**src/rtl/calculadora_sequenciador.sv**
```systemverilog
// calculadora_sequenciador: byte-serial command front-end for the 8-bit
// combinational calculator. Collects opcode, A, B over a valid/ready stream,
// drives the calculator inputs, captures its result and returns it over a
// valid/ready output stream.
// Ports:
//   clk, rst_n                  clock, async active-low reset
//   in_valid/in_data/in_ready   input byte stream (opcode, A, B)
//   calc_a/calc_b/calc_codigo   operands and operation code to calculator
//   calc_saida                  calculator result (combinational)
//   out_valid/out_data/out_err  result stream, out_err flags invalid opcode
//   out_ready                   consumer accepts result
//   frame_err                   one-cycle pulse when a frame is abandoned
module calculadora_sequenciador #(
  parameter int unsigned TIMEOUT = 255
) (
  input  logic       clk,
  input  logic       rst_n,
  input  logic       in_valid,
  input  logic [7:0] in_data,
  output logic       in_ready,
  output logic [7:0] calc_a,
  output logic [7:0] calc_b,
  output logic [2:0] calc_codigo,
  input  logic [7:0] calc_saida,
  output logic       out_valid,
  output logic [7:0] out_data,
  output logic       out_err,
  input  logic       out_ready,
  output logic       frame_err
);

  localparam int unsigned CNT_W = (TIMEOUT == 0) ? 1 : $clog2(TIMEOUT + 1);
  localparam logic [CNT_W-1:0] TO_VAL = CNT_W'(TIMEOUT);

  typedef enum logic [2:0] {
    S_IDLE,
    S_GET_A,
    S_GET_B,
    S_EXEC,
    S_RESP
  } state_e;

  state_e           state_q, state_d;
  logic             in_ready_q, in_ready_d;
  logic [7:0]       calc_a_q, calc_a_d;
  logic [7:0]       calc_b_q, calc_b_d;
  logic [2:0]       codigo_q, codigo_d;
  logic [2:0]       op_q, op_d;
  logic             inv_q, inv_d;
  logic             out_valid_q, out_valid_d;
  logic [7:0]       out_data_q, out_data_d;
  logic             out_err_q, out_err_d;
  logic             frame_err_q, frame_err_d;
  logic [CNT_W-1:0] cnt_q, cnt_d;
  logic             accept;

  assign accept = in_valid & in_ready_q;

  // State and datapath registers
  always_ff @(posedge clk or negedge rst_n) begin
    if (!rst_n) begin
      state_q     <= S_IDLE;
      in_ready_q  <= 1'b1;
      calc_a_q    <= '0;
      calc_b_q    <= '0;
      codigo_q    <= '0;
      op_q        <= '0;
      inv_q       <= 1'b0;
      out_valid_q <= 1'b0;
      out_data_q  <= '0;
      out_err_q   <= 1'b0;
      frame_err_q <= 1'b0;
      cnt_q       <= '0;
    end else begin
      state_q     <= state_d;
      in_ready_q  <= in_ready_d;
      calc_a_q    <= calc_a_d;
      calc_b_q    <= calc_b_d;
      codigo_q    <= codigo_d;
      op_q        <= op_d;
      inv_q       <= inv_d;
      out_valid_q <= out_valid_d;
      out_data_q  <= out_data_d;
      out_err_q   <= out_err_d;
      frame_err_q <= frame_err_d;
      cnt_q       <= cnt_d;
    end
  end

  // Next-state and output logic
  always_comb begin
    state_d     = state_q;
    calc_a_d    = calc_a_q;
    calc_b_d    = calc_b_q;
    codigo_d    = codigo_q;
    op_d        = op_q;
    inv_d       = inv_q;
    out_valid_d = out_valid_q;
    out_data_d  = out_data_q;
    out_err_d   = out_err_q;
    frame_err_d = 1'b0;
    cnt_d       = '0;

    unique case (state_q)
      S_IDLE: begin
        if (accept) begin
          // Out-of-range opcodes run as "zero" and are flagged in the response
          if (in_data > 8'd4) begin
            op_d  = 3'd0;
            inv_d = 1'b1;
          end else begin
            op_d  = in_data[2:0];
            inv_d = 1'b0;
          end
          state_d = S_GET_A;
        end
      end
      S_GET_A, S_GET_B: begin
        if (accept) begin
          if (state_q == S_GET_A) begin
            calc_a_d = in_data;
            state_d  = S_GET_B;
          end else begin
            calc_b_d = in_data;
            codigo_d = op_q;
            state_d  = S_EXEC;
          end
        end else if (TIMEOUT != 0) begin
          // An accepted byte takes priority over an expiring counter
          if (cnt_q == TO_VAL) begin
            state_d     = S_IDLE;
            frame_err_d = 1'b1;
            codigo_d    = 3'd0;
            inv_d       = 1'b0;
          end else begin
            cnt_d = cnt_q + CNT_W'(1);
          end
        end
      end
      S_EXEC: begin
        out_data_d  = calc_saida;
        out_err_d   = inv_q;
        out_valid_d = 1'b1;
        state_d     = S_RESP;
      end
      S_RESP: begin
        if (out_ready) begin
          out_valid_d = 1'b0;
          codigo_d    = 3'd0;
          state_d     = S_IDLE;
        end
      end
      default: state_d = S_IDLE;
    endcase

    in_ready_d = (state_d == S_IDLE) || (state_d == S_GET_A) || (state_d == S_GET_B);
  end

  assign in_ready    = in_ready_q;
  assign calc_a      = calc_a_q;
  assign calc_b      = calc_b_q;
  assign calc_codigo = codigo_q;
  assign out_valid   = out_valid_q;
  assign out_data    = out_data_q;
  assign out_err     = out_err_q;
  assign frame_err   = frame_err_q;

endmodule

```
**config.mk**
```make
export PLATFORM = sky130hd
export DESIGN_NAME = calculadora_sequenciador
export DESIGN_NICKNAME = d
export VERILOG_FILES = /design/src/rtl/calculadora_sequenciador.sv
export SDC_FILE = /design/constraint.sdc
export NUM_CORES = 1
export LEC_CHECK = 0
export CAP_MARGIN = 30
export CORE_ASPECT_RATIO = 1.75
export CORE_UTILIZATION = 50
export CTS_CLUSTER_DIAMETER = 60
export CTS_CLUSTER_SIZE = 24
export DETAILED_ROUTE_END_ITERATION = 16
export GPL_ROUTABILITY_DRIVEN = 0
export PLACE_DENSITY = 0.88
export SETUP_SLACK_MARGIN = 0.15
export SYNTH_ARGS = -nofsm -noshare
export SYNTH_HDL_FRONTEND = slang
export SYNTH_SLANG_ARGS = --single-unit
```
**constraint.sdc**
```tcl
create_clock -name clk -period 3.04 [get_ports clk]
set_clock_uncertainty 0.2 [all_clocks]
set_input_delay 0.608 -clock clk [delete_from_list [all_inputs] [get_ports clk]]
set_output_delay 0.608 -clock clk [all_outputs]
set_load 0.02 [all_outputs]
```
* Word-level counts from Yosys, hierarchy flattened *
Index checks and enable logic that the tools add are counted.

cells by class
  add/sub/neg operators = 1
  $lt $le $gt $ge = 1
  eq/ne operators = 13
  multiplexer cells = 25
  bitwise operators = 2
  reductions and logical operators = 14

operator list
  kind                                                                  number
  3-bit two-way mux                                                     9
  8-bit two-way mux                                                     3
  3-bit one-hot mux with 4 select lines                                 1
  3-bit by 2-bit == test with 1-bit output, second input constant       3
  1-bit two-way mux                                                     9
  8-bit by 1-bit adder with 8-bit output, second input constant         1
  8-bit == test, second input constant                                  1
  8-bit by 3-bit > comparator with 1-bit output, second input constant  1
  2-bit inequality test, second input constant                          4
  4-bit AND reduction                                                   2
  3-bit by 1-bit == test with 1-bit output, second input constant       2
  3-bit zero test                                                       2
  3-bit inequality test, second input constant                          2
  3-bit one-hot mux with 2 select lines                                 1
  3-bit AND reduction                                                   2
  2-bit nonzero test                                                    3
  1-bit one-hot mux with 2 select lines                                 2
  2-bit AND reduction                                                   2
  3-bit == test, second input constant                                  1
  1-bit logical OR                                                      2
  2-bit OR reduction                                                    1
  1-bit AND                                                             1
  1-bit NOT                                                             1

word-level totals
  register bits after elaboration = 46
  output and inout port bits = 31
  word-level logic and storage cells = 68

* Longest topological paths before layout *
Gate-level depths: netlist (run 1).

  depth in word-level cells = 7
  mapped depth = 5
  gate-level depth less buffers = 5

* Worst setup path before layout (run 1) *
OpenSTA, ideal clock, no wires.

  path type = reg2reg
  start point = reg in_ready_q (netlist: in_ready)
  end point = reg calc_a_q[0] (netlist: calc_a[0])
  data arrival time = 1.592 ns
  required time = 2.715 ns
  slack = 1.123 ns
  stages on the path, launching flop included = 4
  buffers on the path = 0
  clock period less this slack = 1.917 ns
  path through = dfstp_2 > nand2_1 > nor3_2 > mux2_2

on the way
  word-level cells in the longest chain between the ends = 2

ends and longest elaborated chain
  what                                  line  source
  from (decl)                           44    logic in_ready_q, in_ready_d;
  from (signal assigned)                76    in_ready_q <= in_ready_d;
  1-bit AND                             57    assign accept = in_valid & in_ready_q;
  3-bit AND reduction (no source line)  -
  to (signal assigned)                  77    calc_a_q <= calc_a_d;
  to (decl)                             45    logic [7:0] calc_a_q, calc_a_d;

No other way between the ends.
A chain may end at the register's enable or synchronous reset.

* Worst setup path after layout (run 1) *
  start point = in in_valid
  end point = reg calc_a_q[3] (netlist: calc_a[3])

on the way
  word-level cells in the longest chain between the ends = 2

ends and longest elaborated chain
  what                                  line  source
  from (decl)                           18    input logic in_valid,
  1-bit AND                             57
  3-bit AND reduction (no source line)  -

No other way between the ends.

==> flow_summary.html, run 1 <==
<table>
<tr><th>Metric</th><th>Value</th></tr>
<tr><th colspan="2">Run status</th></tr>
<tr><td>Run status</td><td>complete, no violations</td></tr>
<tr><th colspan="2">STA</th></tr>
<tr><td>Setup TNS</td><td>0 ps</td></tr>
<tr><td>Transition time at the pin with the least slew margin</td><td>583 ps</td></tr>
<tr><td>Pins Over Slew Limit</td><td>0</td></tr>
<tr><td>Total of endpoints with negative setup slack in the final report</td><td>0</td></tr>
<tr><td>Headroom to the max-slew limit</td><td>60.9%</td></tr>
<tr><td>RSZ-0062 raised after global routing</td><td>no</td></tr>
<tr><td>Post-layout minimum cycle time</td><td>2300 ps</td></tr>
<tr><td>Final Cycle Share</td><td>75.6%</td></tr>
<tr><td>Highest achievable clock rate</td><td>435 MHz</td></tr>
<tr><td>Number of failing hold endpoints at the final stage</td><td>0</td></tr>
<tr><th colspan="2">Cells and area</th></tr>
<tr><td>Layout Area Growth over Synthesis</td><td>34.2%</td></tr>
<tr><td>Ratio of cells with drive above 1 in the final layout</td><td>18.9%</td></tr>
<tr><td>Number of nets in the final layout</td><td>226</td></tr>
<tr><td>Antenna diode count</td><td>0</td></tr>
<tr><th colspan="2">GRT</th></tr>
<tr><td>Maximum number of pins on one net before global-route repair</td><td>47</td></tr>
<tr><td>First-pass GRT wire length</td><td>7020 um</td></tr>
<tr><td>Grt total ovfl</td><td>0</td></tr>
<tr><td>Vias in the first global route</td><td>1,531</td></tr>
<tr><td>GRT Resource Usage Total</td><td>22.4%</td></tr>
<tr><td>Antenna violations before repair</td><td>0</td></tr>
<tr><th colspan="2">Logic synthesis</th></tr>
<tr><td>Combinational family with the most area after synthesis</td><td>multiplexers</td></tr>
<tr><td>Register area share after synthesis</td><td>60.0%</td></tr>
<tr><td>Post-synthesis simple-gate area fraction</td><td>12.3%</td></tr>
<tr><td>Number of nets in the synthesized netlist</td><td>171</td></tr>
<tr><td>Fraction of synthesized area in multiplexers</td><td>16.2%</td></tr>
<tr><td>Compound-gate portion of the synthesized area</td><td>6.19%</td></tr>
<tr><td>Post-synthesis register bit count</td><td>46</td></tr>
<tr><td>Syn Area/Cell</td><td>12.8 um^2</td></tr>
<tr><td>Syn Inst Count</td><td>150</td></tr>
<tr><td>Number of synthesis warnings</td><td>0</td></tr>
<tr><td>Arithmetic-cell share of the synthesized area counting full adders, half adders and majority gates</td><td>0.652%</td></tr>
<tr><td>Mapped cell area</td><td>1920 um^2</td></tr>
<tr><td>XOR/XNOR share of the synthesized area</td><td>3.19%</td></tr>
<tr><td>Distinct cells, synth</td><td>30</td></tr>
<tr><th colspan="2">Setup path</th></tr>
<tr><td>Worst R2R Setup Slack</td><td>1010 ps</td></tr>
<tr><td>Top cell family by delay on the critical path</td><td>simple AND/OR/NAND/NOR gates</td></tr>
<tr><td>Critical path endpoint category</td><td>flip-flop</td></tr>
<tr><td>Data required time at the worst endpoint</td><td>3020 ps</td></tr>
<tr><td>Maximum single-stage delay on the critical path</td><td>550 ps</td></tr>
<tr><td>Critical path, cell by cell</td><td>clkdlybuf4s50_1 -&gt; nand2_1 -&gt; nor3_2 -&gt; mux2_2</td></tr>
<tr><td>Slowest cell on the critical path</td><td>nor3_2</td></tr>
<tr><td>Endpoint arrival time on the critical path</td><td>2270 ps</td></tr>
<tr><td>Cell count of the worst reg-to-reg path</td><td>3</td></tr>
<tr><td>Critical-path maximum fanout</td><td>8</td></tr>
<tr><td>Terminus of the critical flop-to-flop path</td><td>calc_a[3]</td></tr>
<tr><td>Startpoint-to-endpoint class of the critical path</td><td>in -&gt; reg</td></tr>
<tr><td>Crit path launch type</td><td>primary input</td></tr>
<tr><td>Crit Reg-Reg Startpoint</td><td>in_ready</td></tr>
<tr><td>Launch point of the worst path</td><td>in_valid</td></tr>
<tr><td>Worst path buffer plus inverter count</td><td>1</td></tr>
<tr><th colspan="2">CTS</th></tr>
<tr><td>Hold-fix buffers at CTS</td><td>0</td></tr>
<tr><td>H-tree levels</td><td>2</td></tr>
<tr><td>CTS tree</td><td>done</td></tr>
<tr><td>Count of cells resized by post-cts repair</td><td>0</td></tr>
<tr><td>Clock net sink count</td><td>46</td></tr>
<tr><td>CTS Root Buffer Type</td><td>clkbuf_8</td></tr>
<tr><td>Source-to-sink clock delay at the later pin of the worst-skew pair</td><td>290 ps</td></tr>
<tr><td>CTS clock-pin slew for the worst setup and hold paths</td><td>80 ps</td></tr>
<tr><td>Number of buffers on the longest clock path</td><td>2</td></tr>
<tr><td>Post-CTS setup buffer count</td><td>0</td></tr>
<tr><td>Number of buffers created by CTS</td><td>5</td></tr>
<tr><th colspan="2">Power</th></tr>
<tr><td>Portion of total power attributed to sequential cells</td><td>39.3%</td></tr>
<tr><td>Total leakage power</td><td>1.10 nW</td></tr>
<tr><td>Part of the power in combinational logic</td><td>46.0%</td></tr>
<tr><td>Internal power</td><td>1.61 mW</td></tr>
<tr><td>Proportion of total power due to net switching</td><td>36.4%</td></tr>
<tr><td>Switching power</td><td>0.923 mW</td></tr>
<tr><td>Tot Pwr</td><td>2.53 mW</td></tr>
<tr><td>Clk pwr share</td><td>14.8%</td></tr>
<tr><td>Highest ir drop seen on vdd</td><td>0.665 mV</td></tr>
<tr><td>Pwr Density</td><td>983 nW/um^2</td></tr>
<tr><th colspan="2">Detailed routing</th></tr>
<tr><td>Total DRC errors in the routed layout</td><td>0</td></tr>
<tr><td>Final WL</td><td>4070 um</td></tr>
<tr><td>Vias post-DR</td><td>1,358</td></tr>
<tr><td>Number of violations reported at the end of detailed-routing iteration 0</td><td>29</td></tr>
<tr><td>Number of detailed-route iterations in the first pass</td><td>4</td></tr>
<tr><td>Vias/cell</td><td>5.39</td></tr>
<tr><td>Residual antenna-violating net count after detailed routing</td><td>0</td></tr>
<tr><td>Routed length per placed instance</td><td>16.1 um</td></tr>
<tr><th colspan="2">Die</th></tr>
<tr><td>Floorplan die height</td><td>84.0 um</td></tr>
<tr><td>Number of top-level pins</td><td>51</td></tr>
<tr><td>Core ar.</td><td>3630 um^2</td></tr>
<tr><td>Die Wd</td><td>48.8 um</td></tr>
<tr><td>Initial core utilization</td><td>52.9%</td></tr>
<tr><td>Overall die area</td><td>4100 um^2</td></tr>
<tr><td>Placement Rows</td><td>29</td></tr>
<tr><th colspan="2">Job</th></tr>
<tr><td>Max-cap violations</td><td>0</td></tr>
<tr><th colspan="2">Placed design</th></tr>
<tr><td>Number of buffers added on ports</td><td>50</td></tr>
<tr><td>Half-perimeter wire length of the detailed placement result</td><td>3040 um</td></tr>
<tr><th colspan="2">Hold path</th></tr>
<tr><td>Type of the most critical hold path</td><td>in -&gt; async</td></tr>
</table>
-- power groups by stage --
stage,combinational [mW],sequential [mW],clock [mW]
after CTS,1.17,0.995,0.386
after detailed placement,1.17,1.00,0
final,1.16,0.995,0.374
after global placement,1.13,0.990,0
after global routing,1.23,1.03,0.406
after floorplan,0.461,1.18,0
-- stage by stage --
step | util (%) | std cells | instance area (um^2) | hold slack [ps] | worst slack [ps]
2_1_floorplan | - | 150 | 1920 | 112 | 1120
3_3_place_gp | 67.7 | 243 | 2460 | 243 | 477
3_5_place_dp | 67.7 | 243 | 2460 | 287 | 432
4_1_cts | 70.2 | 251 | 2550 | 298 | 735
5_1_grt | 71.0 | 252 | 2580 | 99.5 | 660
6_report | 71.0 | 252 | 2580 | 73.0 | 742
-- layer usage --
metal,wire [um],global-route usage [%]
met1,1510,23.3
met2,2280,40.9
met3,160,5.65
met4,114,10.4
met5,0,0
-- cell families after synthesis --
kind of cell	count (synthesis)
buf+inv	6
fa+ha+maj	1
flops	46
xor+xnor	7
simple gates	45
mux	28
compound gates	17
-- cells in the final DEF (no fill, tap or decap), drive strengths merged --
cell / instances
clkdlybuf4s50: 49
dfrtp: 45
mux2: 25
nor2: 14
nand2: 9
clkbuf: 7
a21oi: 6
nand3: 6
xor2: 4
and3: 4
nand2b: 4
xnor2: 3
inv: 3
mux2i: 3
a22o: 3
nor3: 3
and2: 2
o21ai: 2
o2bb2ai: 2
buf: 2
nand3b: 1
a31oi: 1
nor3b: 1
or4: 1
a21boi: 1
o211ai: 1
o31ai: 1
ha: 1
clkinv: 1
dfstp: 1
-- worst max-delay path by stage --
stage	end	slack, ps	cells after the start
floorplan	calc_a[0]	1120	3
global placement	calc_a[3]	480	4
detailed placement	calc_a[0]	430	4
CTS	calc_a[2]	730	4
global route	calc_a[2]	660	4
finish	calc_a[3]	740	4
-- state kept, by name, indices dropped and copies added, names as in the netlist --
signal,count
state_q,3
out_valid,1
inv_q,1
in_ready,1
calc_codigo,3
calc_b,8
op_q,3
out_err,1
calc_a,8
cnt_q,8
frame_err,1
out_data,8
-- cell usage after synthesis (all sizes together) --
cell type	n	area, um^2
nand2	9	33.8
a21oi	6	30.0
xnor2	3	26.3
nand3	6	30.0
and3	4	25.0
o211ai	1	7.51
nand2b	4	25.0
dfstp	1	26.3
and2	2	12.5
o21ai	2	10.0
inv	3	11.3
mux2	25	282
xor2	4	35.0
nand3b	1	7.51
nor3	3	31.3
o31ai	1	7.51
dfrtp	45	1130
nor2	14	52.6
a22o	3	26.3
o2bb2ai	2	23.8
mux2i	3	30.0
buf	3	15.0
ha	1	12.5
a21boi	1	7.51
a31oi	1	6.26
nor3b	1	7.51
or4	1	11.3
-- cell type report --
cell class	instances	area, um^2
clock buffers	7	86.3
clock inverters	1	5.00
fillers	259	1050
inverters	3	11.3
multi-input cells	98	741
flip-flops and latches	46	1150
well taps	46	57.6
repair buffers	51	523
-- worst register-to-register path, stage by stage (launching register included) --
cell and delay (ps):
dfstp_2 570, nand2_1 190, nor3_2 550, mux2_2 400
Note: power is estimated with default switching activity, not from simulation.
==> inputs of run 2 (changes only) <==
CORE_UTILIZATION = 43   (was 50)
PLACE_DENSITY = 0.81   (was 0.88)
clock period = 1.9 ns   (was 3.04 ns; I/O delays follow)
==> flow_summary.html, run 2 (same netlist as run 1, synthesis figures left out) <==
<table>
<tr><th>Metric</th><th>Value</th></tr>
<tr><th colspan="2">Run status</th></tr>
<tr><td>Run status</td><td>complete, no violations</td></tr>
<tr><th colspan="2">Power</th></tr>
<tr><td>Switching power</td><td>1.52 mW</td></tr>
<tr><td>Proportion of total power due to net switching</td><td>37.9%</td></tr>
<tr><td>Highest ir drop seen on vdd</td><td>1.09 mV</td></tr>
<tr><td>Tot Pwr</td><td>4.01 mW</td></tr>
<tr><td>Portion of total power attributed to sequential cells</td><td>38.2%</td></tr>
<tr><td>Part of the power in combinational logic</td><td>47.3%</td></tr>
<tr><td>Total leakage power</td><td>1.24 nW</td></tr>
<tr><td>Internal power</td><td>2.49 mW</td></tr>
<tr><td>Pwr Density</td><td>1470 nW/um^2</td></tr>
<tr><td>Clk pwr share</td><td>14.4%</td></tr>
<tr><th colspan="2">Detailed routing</th></tr>
<tr><td>Residual antenna-violating net count after detailed routing</td><td>0</td></tr>
<tr><td>Routed length per placed instance</td><td>15.0 um</td></tr>
<tr><td>Number of violations reported at the end of detailed-routing iteration 0</td><td>31</td></tr>
<tr><td>Number of detailed-route iterations in the first pass</td><td>4</td></tr>
<tr><td>Final WL</td><td>4050 um</td></tr>
<tr><td>Total DRC errors in the routed layout</td><td>0</td></tr>
<tr><td>Vias post-DR</td><td>1,391</td></tr>
<tr><td>Vias/cell</td><td>5.13</td></tr>
<tr><th colspan="2">CTS</th></tr>
<tr><td>H-tree levels</td><td>2</td></tr>
<tr><td>CTS clock-pin slew for the worst setup and hold paths</td><td>90 ps</td></tr>
<tr><td>Number of buffers on the longest clock path</td><td>2</td></tr>
<tr><td>Number of buffers created by CTS</td><td>5</td></tr>
<tr><td>CTS Root Buffer Type</td><td>clkbuf_8</td></tr>
<tr><td>CTS tree</td><td>done</td></tr>
<tr><td>Source-to-sink clock delay at the later pin of the worst-skew pair</td><td>300 ps</td></tr>
<tr><td>Clock net sink count</td><td>46</td></tr>
<tr><th colspan="2">Placed design</th></tr>
<tr><td>Number of buffers added on ports</td><td>50</td></tr>
<tr><td>Area post-placement</td><td>2620 um^2</td></tr>
<tr><td>Half-perimeter wire length of the detailed placement result</td><td>3000 um</td></tr>
<tr><td>Dpl cells</td><td>261</td></tr>
<tr><th colspan="2">GRT</th></tr>
<tr><td>Antenna violations before repair</td><td>0</td></tr>
<tr><td>Maximum number of pins on one net before global-route repair</td><td>47</td></tr>
<tr><td>Grt total ovfl</td><td>0</td></tr>
<tr><td>First-pass GRT wire length</td><td>6730 um</td></tr>
<tr><td>GRT Resource Usage Total</td><td>19.4%</td></tr>
<tr><td>Vias in the first global route</td><td>1,437</td></tr>
<tr><th colspan="2">Die</th></tr>
<tr><td>Overall die area</td><td>4750 um^2</td></tr>
<tr><td>Initial core utilization</td><td>45.8%</td></tr>
<tr><td>Die Wd</td><td>52.5 um</td></tr>
<tr><td>Number of top-level pins</td><td>51</td></tr>
<tr><td>Core ar.</td><td>4190 um^2</td></tr>
<tr><td>Floorplan die height</td><td>90.4 um</td></tr>
<tr><td>Placement Rows</td><td>31</td></tr>
<tr><th colspan="2">Setup path</th></tr>
<tr><td>Critical-path maximum fanout</td><td>5</td></tr>
<tr><td>Slowest cell on the critical path</td><td>dfstp_2</td></tr>
<tr><td>Cell count of the worst reg-to-reg path</td><td>3</td></tr>
<tr><td>Crit path launch type</td><td>flip-flop</td></tr>
<tr><td>Maximum single-stage delay on the critical path</td><td>580 ps</td></tr>
<tr><td>Critical path, cell by cell</td><td>nand2_4 -&gt; or4_4 -&gt; a22o_1</td></tr>
<tr><td>Endpoint arrival time on the critical path</td><td>1700 ps</td></tr>
<tr><td>Critical path endpoint category</td><td>flip-flop</td></tr>
<tr><td>Startpoint-to-endpoint class of the critical path</td><td>reg -&gt; reg</td></tr>
<tr><td>Data required time at the worst endpoint</td><td>1880 ps</td></tr>
<tr><th colspan="2">STA</th></tr>
<tr><td>Post-layout minimum cycle time</td><td>1710 ps</td></tr>
<tr><td>Highest achievable clock rate</td><td>583 MHz</td></tr>
<tr><td>Headroom to the max-slew limit</td><td>76.1%</td></tr>
<tr><td>Pins Over Slew Limit</td><td>0</td></tr>
<tr><td>Number of failing hold endpoints at the final stage</td><td>0</td></tr>
<tr><td>Final Cycle Share</td><td>90.2%</td></tr>
<tr><td>Transition time at the pin with the least slew margin</td><td>357 ps</td></tr>
<tr><td>RSZ-0062 raised after global routing</td><td>yes</td></tr>
<tr><td>Total of endpoints with negative setup slack in the final report</td><td>0</td></tr>
<tr><th colspan="2">Cells and area</th></tr>
<tr><td>Antenna diode count</td><td>0</td></tr>
<tr><td>Ratio of cells with drive above 1 in the final layout</td><td>27.9%</td></tr>
<tr><td>Final non-filler cell area</td><td>2730 um^2</td></tr>
<tr><td>Most used cells in the layout excluding fill and tap cells</td><td>dfrtp_1 (44), dlygate4sd2_1 (31), mux2_2 (25)</td></tr>
<tr><td>Layout Area Growth over Synthesis</td><td>42.3%</td></tr>
<tr><td>Final Instance Count excl. Fillers</td><td>271</td></tr>
<tr><td>Commonest non-fill, non-tap cell in the layout</td><td>dfrtp_1</td></tr>
<tr><td>Number of nets in the final layout</td><td>242</td></tr>
<tr><th colspan="2">Job</th></tr>
<tr><td>Max-cap violations</td><td>0</td></tr>
<tr><th colspan="2">Hold path</th></tr>
<tr><td>Type of the most critical hold path</td><td>reg -&gt; reg</td></tr>
<tr><td>Worst Hold Path Cells</td><td>1</td></tr>
</table>
==> run 2: changes by cell type in the layout (fill, tap and decap cells not counted), sizes merged <==
cell	change
buf	+15
dlygate4sd3	+1
dlygate4sd2	+31
clkdlybuf4s50	-32
clkinv	-1
clkinvlp	+1
clkbuf	+1
==> run 2: power by group through the flow <==
stage                     Sequential [mW]  Combinational (mW)  Clock [mW]
after floorplan                      1.89               0.752           0
after global placement               1.55                2.02           0
after detailed placement             1.56                2.06           0
after CTS                            1.54                1.88       0.592
after global routing                 1.58                2.04       0.624
final                                1.53                1.90       0.580
==> run 2: through the flow <==
| step | hold WS, ps | worst slack [ps] | utilization [%] | TNS (ps) |
|---|---|---|---|---|
| 2_1_floorplan | -116 | 151 | - | 0 |
| 3_3_place_gp | 181 | -155 | 62.6 | -2910 |
| 3_5_place_dp | 182 | -179 | 62.6 | -2850 |
| 4_1_cts | 279 | 111 | 64.3 | 0 |
| 5_1_grt | 303 | 119 | 65.2 | 0 |
| 6_report | 278 | 185 | 65.2 | 0 |
==> run 2: final timing paths <==
path                          start   endpoint  slack [ps]
setup / recovery           in_ready    op_q[0]         190
hold reg to reg            cnt_q[0]   cnt_q[0]         280
hold / removal             cnt_q[0]   cnt_q[0]         280
setup reg to reg           in_ready    op_q[0]         190
max in group asynchronous     rst_n   in_ready         840
min in group asynchronous     rst_n  calc_b[2]         380
==> run 2: routing by layer <==
layer / GRT usage, % / wire length [um] / vias to the layer above
li1: - / - / 666
met1: 22.2 / 1590 / 683
met2: 32.6 / 2210 / 33
met3: 4.88 / 136 / 9
met4: 8.33 / 121 / 0
met5: 0 / 0 / -
==> run 2: worst max-delay path: cells and delay by family (launching register included) <==
family	cells	cell delay [ps]
flip-flops	1	580
AO/OA/AOI/OAI	1	250
AND/OR/NAND/NOR	2	570
==> run 2: repair_timing <==
action                                  4_1_cts  5_1_grt
pin swaps                                     0        1
hold endpoints to repair                     45        0
endpoints found under the setup margin       40       12
setup buffers                                 1        0
hold buffers                                  1        0
resized for setup                            35       10
==> run 2: cell type report <==
class,count,area [um^2]
Timing Repair Buffer,67,623
Fill cell,340,1460
Inverter,3,11.3
Clock buffer,7,76.3
Multi-Input combinational cell,98,798
Sequential cell,46,1150
Clock inverter,1,7.51
Tap cell,49,61.3
==> inputs of run 3 (changes only) <==
CAP_MARGIN = not set   (was 30)
==> results of run 3 <==
No change in the layout: final DEF, timing and power equal those of run 2.
